[src/rtl/stream_eos_sink.sv]
// Stream sink: starts a circuit through its control handshake, then consumes CHANNELS
// {field0, EOS} streams while keeping per-channel counts and wrap-around sums.
module stream_eos_sink #(
    parameter int          DATA_WIDTH     = 64,
    parameter int          CHANNELS       = 1,
    parameter int          CNT_WIDTH      = 32,
    parameter int          READY_MODE     = 0,
    parameter logic [15:0] LFSR_SEED      = 16'hACE1,
    parameter int          TIMEOUT_CYCLES = 1024
) (
    input  logic                           clock,
    input  logic                           reset,
    output logic                           inCtrl_valid,
    input  logic                           inCtrl_ready,
    input  logic                           outCtrl_valid,
    output logic                           outCtrl_ready,
    input  logic [CHANNELS-1:0]            in_valid,
    output logic [CHANNELS-1:0]            in_ready,
    input  logic [CHANNELS*DATA_WIDTH-1:0] in_data_field0,
    input  logic [CHANNELS-1:0]            in_data_field1,
    output logic [CHANNELS*CNT_WIDTH-1:0]  count,
    output logic [CHANNELS*DATA_WIDTH-1:0] sum,
    output logic [CHANNELS-1:0]            eos_seen,
    output logic                           done,
    output logic [1:0]                     error
);

    typedef enum logic [2:0] {S_RESET, S_START, S_RUN, S_DONE, S_FAIL} state_t;

    localparam int WD_W = (TIMEOUT_CYCLES > 1) ? $clog2(TIMEOUT_CYCLES + 1) : 1;
    localparam logic [WD_W-1:0] WD_LIMIT = WD_W'(TIMEOUT_CYCLES);

    state_t                state_reg;
    logic [15:0]           lfsr_reg;
    logic [15:0]           lfsr_next;
    logic [WD_W-1:0]       wd_reg;
    logic [WD_W-1:0]       wd_next;
    logic                  ctrl_seen_reg;
    logic                  ctrl_seen_next;
    logic [CHANNELS-1:0]   eos_reg;
    logic [CHANNELS-1:0]   eos_next;
    logic [1:0]            error_reg;
    logic [CNT_WIDTH-1:0]  count_reg [CHANNELS];
    logic [DATA_WIDTH-1:0] sum_reg   [CHANNELS];

    logic [CHANNELS-1:0]   ready_pattern;
    logic [CHANNELS-1:0]   xfer;
    logic [CHANNELS-1:0]   post_hit;
    logic [CHANNELS-1:0]   eos_hit;
    logic [CHANNELS-1:0]   data_hit;
    logic                  ctrl_xfer;
    logic                  any_xfer;

    generate
        for (genvar gi = 0; gi < CHANNELS; gi++) begin : g_chan
            if (READY_MODE == 1) begin : g_lfsr_ready
                assign ready_pattern[gi] = lfsr_reg[gi % 16];
            end else begin : g_always_ready
                assign ready_pattern[gi] = 1'b1;
            end
            assign xfer[gi]     = in_valid[gi] & in_ready[gi];
            // Anything arriving after EOS is a protocol violation and leaves the counters alone.
            assign post_hit[gi] = xfer[gi] & eos_reg[gi];
            assign eos_hit[gi]  = xfer[gi] & ~eos_reg[gi] & in_data_field1[gi];
            assign data_hit[gi] = xfer[gi] & ~eos_reg[gi] & ~in_data_field1[gi];
            assign count[gi*CNT_WIDTH +: CNT_WIDTH]   = count_reg[gi];
            assign sum[gi*DATA_WIDTH +: DATA_WIDTH]   = sum_reg[gi];
        end
    endgenerate

    always_comb begin
        in_ready = '0;
        case (state_reg)
            S_RUN:   in_ready = ready_pattern;
            S_DONE:  in_ready = '1;
            default: in_ready = '0;
        endcase
    end

    assign inCtrl_valid   = (state_reg == S_START);
    assign outCtrl_ready  = (state_reg == S_RUN) & ~ctrl_seen_reg;
    assign done           = (state_reg == S_DONE);
    assign eos_seen       = eos_reg;
    assign error          = error_reg;

    assign ctrl_xfer      = outCtrl_valid & outCtrl_ready;
    assign any_xfer       = (|xfer) | ctrl_xfer;
    assign eos_next       = eos_reg | eos_hit;
    assign ctrl_seen_next = ctrl_seen_reg | ctrl_xfer;
    assign wd_next        = wd_reg + WD_W'(1);
    // Fibonacci taps 16,14,13,11 with the feedback entering bit 0.
    assign lfsr_next      = {lfsr_reg[14:0], lfsr_reg[15] ^ lfsr_reg[13] ^ lfsr_reg[12] ^ lfsr_reg[10]};

    always_ff @(posedge clock) begin
        if (!reset) begin
            state_reg     <= S_RESET;
            lfsr_reg      <= LFSR_SEED;
            wd_reg        <= '0;
            ctrl_seen_reg <= 1'b0;
            eos_reg       <= '0;
            error_reg     <= 2'b00;
            for (int i = 0; i < CHANNELS; i++) begin
                count_reg[i] <= '0;
                sum_reg[i]   <= '0;
            end
        end else begin
            case (state_reg)
                S_RESET: state_reg <= S_START;
                S_START: begin
                    wd_reg <= '0;
                    if (inCtrl_ready) state_reg <= S_RUN;
                end
                S_RUN: begin
                    lfsr_reg      <= lfsr_next;
                    ctrl_seen_reg <= ctrl_seen_next;
                    eos_reg       <= eos_next;
                    for (int i = 0; i < CHANNELS; i++) begin
                        if (data_hit[i]) begin
                            if (count_reg[i] != '1) count_reg[i] <= count_reg[i] + CNT_WIDTH'(1);
                            sum_reg[i] <= sum_reg[i] + in_data_field0[i*DATA_WIDTH +: DATA_WIDTH];
                        end
                    end
                    if (|post_hit) begin
                        error_reg[1] <= 1'b1;
                        state_reg    <= S_FAIL;
                    end else if ((&eos_next) && ctrl_seen_next) begin
                        state_reg <= S_DONE;
                    end else if (any_xfer) begin
                        wd_reg <= '0;
                    end else if ((TIMEOUT_CYCLES != 0) && (wd_next == WD_LIMIT)) begin
                        error_reg[0] <= 1'b1;
                        state_reg    <= S_FAIL;
                    end else begin
                        wd_reg <= wd_next;
                    end
                end
                S_DONE: begin
                    if (|xfer) begin
                        error_reg[1] <= 1'b1;
                        state_reg    <= S_FAIL;
                    end
                end
                default: state_reg <= S_FAIL;
            endcase
        end
    end

endmodule

[config.mk]
export PLATFORM = sky130hd
export DESIGN_NAME = stream_eos_sink
export DESIGN_NICKNAME = d
export VERILOG_FILES = /design/src/rtl/stream_eos_sink.sv
export SDC_FILE = /design/constraint.sdc
export NUM_CORES = 1
export LEC_CHECK = 0
export ABC_CLOCK_PERIOD_IN_PS = 6060
export BUFFER_PORTS_ARGS = -buffer_cell sky130_fd_sc_hd__buf_4
export CORE_MARGIN = 3
export CORE_UTILIZATION = 35
export CTS_BUF_LIST = sky130_fd_sc_hd__clkbuf_2 sky130_fd_sc_hd__clkbuf_4 sky130_fd_sc_hd__clkbuf_8
export DETAILED_ROUTE_END_ITERATION = 8
export MAX_ROUTING_LAYER = met4
export SLEW_MARGIN = 40
export SYNTH_ARGS = -nofsm -noshare
export SYNTH_HDL_FRONTEND = slang
export SYNTH_SLANG_ARGS = --single-unit
[constraint.sdc]
create_clock -name clock -period 6.06 [get_ports clock]
set_input_delay 0.303 -clock clock [delete_from_list [all_inputs] [get_ports clock]]
set_output_delay 0.303 -clock clock [all_outputs]
set_load 0.02 [all_outputs]
# Word-level counts from Yosys, hierarchy flattened
# Memories as Yosys holds them, arrays and structs flattened.
# Cells that the tools add are included.
[op_classes]
n_addsub = 3
bitwise = 16
n_eq_ne = 13
n_mux = 30
n_reduce_logical = 11
[ops]
columns = ["op", "n"]
rows = [
  ["64-bit adder", 1],
  ["64-bit two-way mux", 1],
  ["64-bit OR reduction", 1],
  ["11-bit two-way mux", 4],
  ["32-bit by 1-bit adder with 32-bit output, second input constant", 1],
  ["32-bit two-way mux", 1],
  ["32-bit != test, second input constant", 1],
  ["32-bit OR reduction", 1],
  ["11-bit case mux with 2 select lines", 1],
  ["3-bit two-way mux", 6],
  ["1-bit two-way mux", 15],
  ["3-bit case mux with 4 select lines", 1],
  ["11-bit by 1-bit adder with 11-bit output, second input constant", 1],
  ["11-bit == test, second input constant", 1],
  ["4-bit AND reduction", 2],
  ["1-bit AND", 7],
  ["3-bit by 2-bit == test with 1-bit output, second input constant", 2],
  ["2-bit != test, second input constant", 3],
  ["1-bit NOT", 6],
  ["5-bit AND reduction", 1],
  ["2-bit by 1-bit != test with 1-bit output, second input constant", 2],
  ["4-bit by 2-bit != test with 1-bit output, second input constant", 1],
  ["4-bit by 3-bit != test with 1-bit output, second input constant", 1],
  ["2-bit nonzero test", 2],
  ["other kinds (8)", 10],
]
[totals]
output_inout_bits = 103
register_bits = 18
inputBits = 70
mem_bits_rw = 96
n_memories = 2
[memory_table]
columns = ["memory", "words", "width", "read_ports", "rd_ports_with_merged_regs", "wr", "line_no", "text"]
rows = [
  ["sum_reg", 1, 64, 1, 0, 1, "44", "logic [DATA_WIDTH-1:0] sum_reg [CHANNELS];"],
  ["count_reg", 1, 32, 1, 0, 1, "43", "logic [CNT_WIDTH-1:0] count_reg [CHANNELS];"],
]

# Logic depth before layout (Yosys ltp)
[depth]
depth_word = 12
mapped_depth = 12

# Worst setup path after synthesis
# OpenSTA, ideal clock, no wires.
[synth_timing]
path_type = "register -> register"
from = "mem count_reg[0][0]"
to = "mem count_reg[0][0], enable pin"
path_stages_with_launch = 8
required_ns = 5.594
n_path_buf = 0
slack_ns = 1.939
setup_ns = 0.466
arrival_time_ns = 3.656
path_cell_list = "edfxtp_1 > ha_1 > nand3_1 > nor4_1 > inv_1 > nor2_1 > and3_1 > o21ai_0"
[synth_via]
elab_chain_len = 9
[synth_rtl]
columns = ["element", "line_no", "text"]
rows = [
  ["start: declaration", "43", ""],
  ["memory 1 x 32 bit (*)", "--", ""],
  ["32-bit != test (*)", "119", "if (count_reg[i] != '1) count_reg[i] <= count_reg[i] + CNT_WIDTH'(1);"],
  ["1-bit two-way mux (*)", "119", ""],
  ["1-bit two-way mux (*)", "118", "if (data_hit[i]) begin"],
  ["1-bit two-way mux (*)", "107", "case (state_reg)"],
  ["1-bit two-way mux (*)", "95", "if (!reset) begin"],
  ["1-bit two-way mux (implied by the code) (*)", "119", ""],
  ["32-bit OR reduction (no line)", "--", ""],
  ["1-bit two-way mux (no line) (*)", "--", ""],
]
# Mark *: on every way between the ends. The rest lies on a longest branch, timed or not.

# Worst setup path after layout
[layout_timing]
from = "mem sum_reg[0][0]"
to = "mem sum_reg[0][54] (data pin)"
[layout_via]
elab_chain_len = 3
[layout_rtl]
columns = ["element", "line_no", "text"]
rows = [
  ["start: declaration", "44", ""],
  ["memory 1 x 64 bit", "--", ""],
  ["64-bit adder", "120", "sum_reg[i] <= sum_reg[i] + in_data_field0[i*DATA_WIDTH +: DATA_WIDTH];"],
  ["64-bit two-way mux (no line)", "--", ""],
]
# No other way between the ends.

==> summary.txt <==
main combinational cell family by area after synthesis: compound AO/OA/AOI/OAI gates
ys flop type: edfxtp_1
core area: 23900 sq um
crit path DAT: 3860 ps
Resize count post-CTS: 0
Crit Path Max Fanout: 4
max frequency: 272 MHz
PwrDens: 210 nW/um^2
Final Cell Area: 10700 sq um
post-route DRC violation count: 0
Vias: 7758
post-detail-place hpwl: 18600 um
post-route setup TNS: 0 ps
worst slew pin tran: 726 ps
Detailed Route Iter0 Violations: 441
max_slew headroom: 51.6%
Worst Path Required: 6250 ps
VDD IR max: 132 uV
synth unique cells: 74
post-place instance area: 10300 sq um
crit path capture type: register
unrepaired setup endpoints after global routing: no
Layout Nets: 1260
clk buf depth: 2
number of global-route vias before repair: 7620
largest area contributor in the netlist: edfxtp_1
top post-synthesis cells by area: edfxtp_1 33%, ha_1 9.4%, nor2_1 6.1%, xnor2_1 4.5%, a21oi_1 4.4%
static leakage: 4.52 nW
endpoints failing setup: 0
Crit path depth: 12
first-pass GRT wire length: 39300 um
CP Capture Point: sum_reg[0][54]$_SDFFCE_PN0P_
Critical R2R Capture: sum_reg[0][54]$_SDFFCE_PN0P_
clk_skew: 18.6 ps
Ports: 173
mux share of post-synthesis cell area: 0.346%
final worst path period share: 60.6%
largest net degree at the start of global routing: 65
Sink Count: 114
post-layout util: 44.7%
routability cong.: 0.944
layout cell share with drive strength beyond 1: 21.4%
worst hold path cell count: 4
critical path's slowest cell: a221oi_2
most common cell after layout, fill and taps aside: buf_4
final hold vios: 0
FF+latch count, synth: 114
max-cap violation count: 0
family with the most delay on the worst path: compound AO/OA/AOI/OAI gates
WP buf/inv: 0
asr flop ratio synth: 0%
average cell area after synthesis: 9.01 sq um
Crit Path Category: reg2reg
post-layout min period: 3670 ps
Hold WC Path Type: in2reg
syn_nets: 1099
EDFF count, synth: 96
number of flip-flops in the largest register: 64
Syn Inst Count: 963
antenna-violating nets left: 0
CP max stage delay: 580 ps
total setup buffers inserted after CTS: 0
die width: 163 um
Starting Density: 36.3%
Final WS setup: 2390 ps
crit path from: sum_reg[0][0]$_SDFFCE_PN0P_
CTS Hold Bufs: 0
DR pass1 iterations: 5
GRT Util Overall: 18.8%
CTS tree: built
post-place setup slack: 2450 ps
Routed WL: 24500 um
worst reg-to-reg path cell count: 12
CP Launch Type: register
# port buffers: 172
row count: 56
Die Height: 163 um
Warnings, synthesis: 0
H-Tree Level Count: 4
flop-to-flop setup slack: 2390 ps
final slew viol count: 0
Vias/cell: 5.32
commonest non-fill, non-tap cells in the layout: 174 x buf_4, 140 x nor2_1, 96 x edfxtp_1
routed len/inst: 16.8 um
crit-path cells: ha_1, fa_1, a21oi_1, o211ai_1, a221oi_2, o41ai_2, o2111ai_1, nand2_1, a21oi_2, o21ai_0, xnor2_1, nor2_1
total CTS buffers: 17
post-synthesis compound-gate area fraction: 21.5%
Clk Latency, worst-skew pair: 450 ps
Root Buffer: clkbuf_8
sequential share of the synthesized area: 37.4%
status: complete, no violations
initial antenna violation count: 1
total die area: 26700 sq um
simple-gate share of the synthesized area: 19.6%
Clk pin slew, worst setup/hold paths: 100 ps
Synth Area in Adders: 9.60%
top cell type's share of synthesized area: 33.2%
worst r2r src: sum_reg[0][0]$_SDFFCE_PN0P_
fraction of synthesized cell area in xor and xnor cells: 8.88%
area grow syn2layout: 22.9%
post-synth design cell area: 8680 sq um
GRT overflow: 0
## tightest hold or removal path, stage by stage
cell and delay [ps]:
buf_4 80, nand2_1 40, o21ai_0 60, o21a_1 100
## per-stage QoR
step           power (mW)  instances  hold WS, ps
2_1_floorplan        1.32        963          459
3_3_place_gp         1.50       1424          454
3_5_place_dp         1.50       1424          458
4_1_cts              2.26       1456          131
5_1_grt              2.36       1457          151
6_report             2.24       1457          173
## per-layer routing
| metal | part of all wire (%) | vias to the layer above | GRT usage [%] |
|---|---|---|---|
| met5 | 0 | - | - |
| met4 | 1.1 | 0 | 5.04 |
| met3 | 6.1 | 25 | 3.98 |
| met2 | 45 | 219 | 28.7 |
| met1 | 48 | 3656 | 25.5 |
| li1 | - | 3858 | - |
## report_power, final
part           switching [mW]  total (mW)  internal (mW)
Combinational           0.336       0.579          0.244
Clock                   0.408       0.752          0.343
Sequential             0.0303       0.912          0.882
## worst min path at each step
| stage | endpoint | startpoint | slack, ps |
|---|---|---|---|
| after floorplan | wd_reg[0]$_SDFFE_PN0P_ | wd_reg[0]$_SDFFE_PN0P_ | 460 |
| after global placement | error[1]$_SDFFE_PN0P_ | error[1]$_SDFFE_PN0P_ | 450 |
| after detailed placement | error[0]$_SDFFE_PN0P_ | error[0]$_SDFFE_PN0P_ | 460 |
| after CTS | state_reg[1]$_SDFFE_PN0P_ | inCtrl_ready | 130 |
| after global routing | state_reg[1]$_SDFFE_PN0P_ | inCtrl_ready | 150 |
| final | state_reg[1]$_SDFFE_PN0P_ | inCtrl_ready | 170 |
## layout make-up
type                            count  area, sq um
Fill cell                        2421        13200
Multi-Input combinational cell    789         5220
Sequential cell                   114         3240
Timing Repair Buffer              175         1320
Tap cell                          319          399
Clock buffer                       17          234
Clock inverter                     15          156
Inverter                           27          101
Antenna cell                        1         2.50
## logic make-up (layout without fill, tap and decap cells)
family,after synthesis,after routing
other cells,0,1
buf+inv,60,234
fa+ha+maj,66,66
mux,3,3
simple gates,361,361
flops,114,114
xor+xnor,88,88
compound gates,271,271
## synth_stat cells, types with 4 or more instances
| library cell | count |
|---|---|
| o21bai_1 | 18 |
| nor2b_1 | 9 |
| nor4_1 | 4 |
| nand4_1 | 18 |
| inv_1 | 27 |
| buf_2 | 8 |
| a221oi_1 | 4 |
| a41oi_1 | 4 |
| nand2_1 | 76 |
| edfxtp_1 | 96 |
| and3_1 | 17 |
| a21o_1 | 42 |
| nand2b_1 | 11 |
| a31oi_1 | 9 |
| a21oi_1 | 77 |
| a211o_1 | 4 |
| o31ai_1 | 9 |
| nor3_1 | 21 |
| o211ai_1 | 4 |
| xnor2_1 | 45 |
| and2_1 | 14 |
| xor2_1 | 43 |
| and4_1 | 4 |
| o21a_1 | 13 |
| o21ai_0 | 46 |
| dfxtp_1 | 18 |
| clkbuf_1 | 24 |
| ha_1 | 65 |
| nor2_1 | 140 |
| nand3_1 | 29 |
Note: power is estimated with default switching activity, not from simulation.
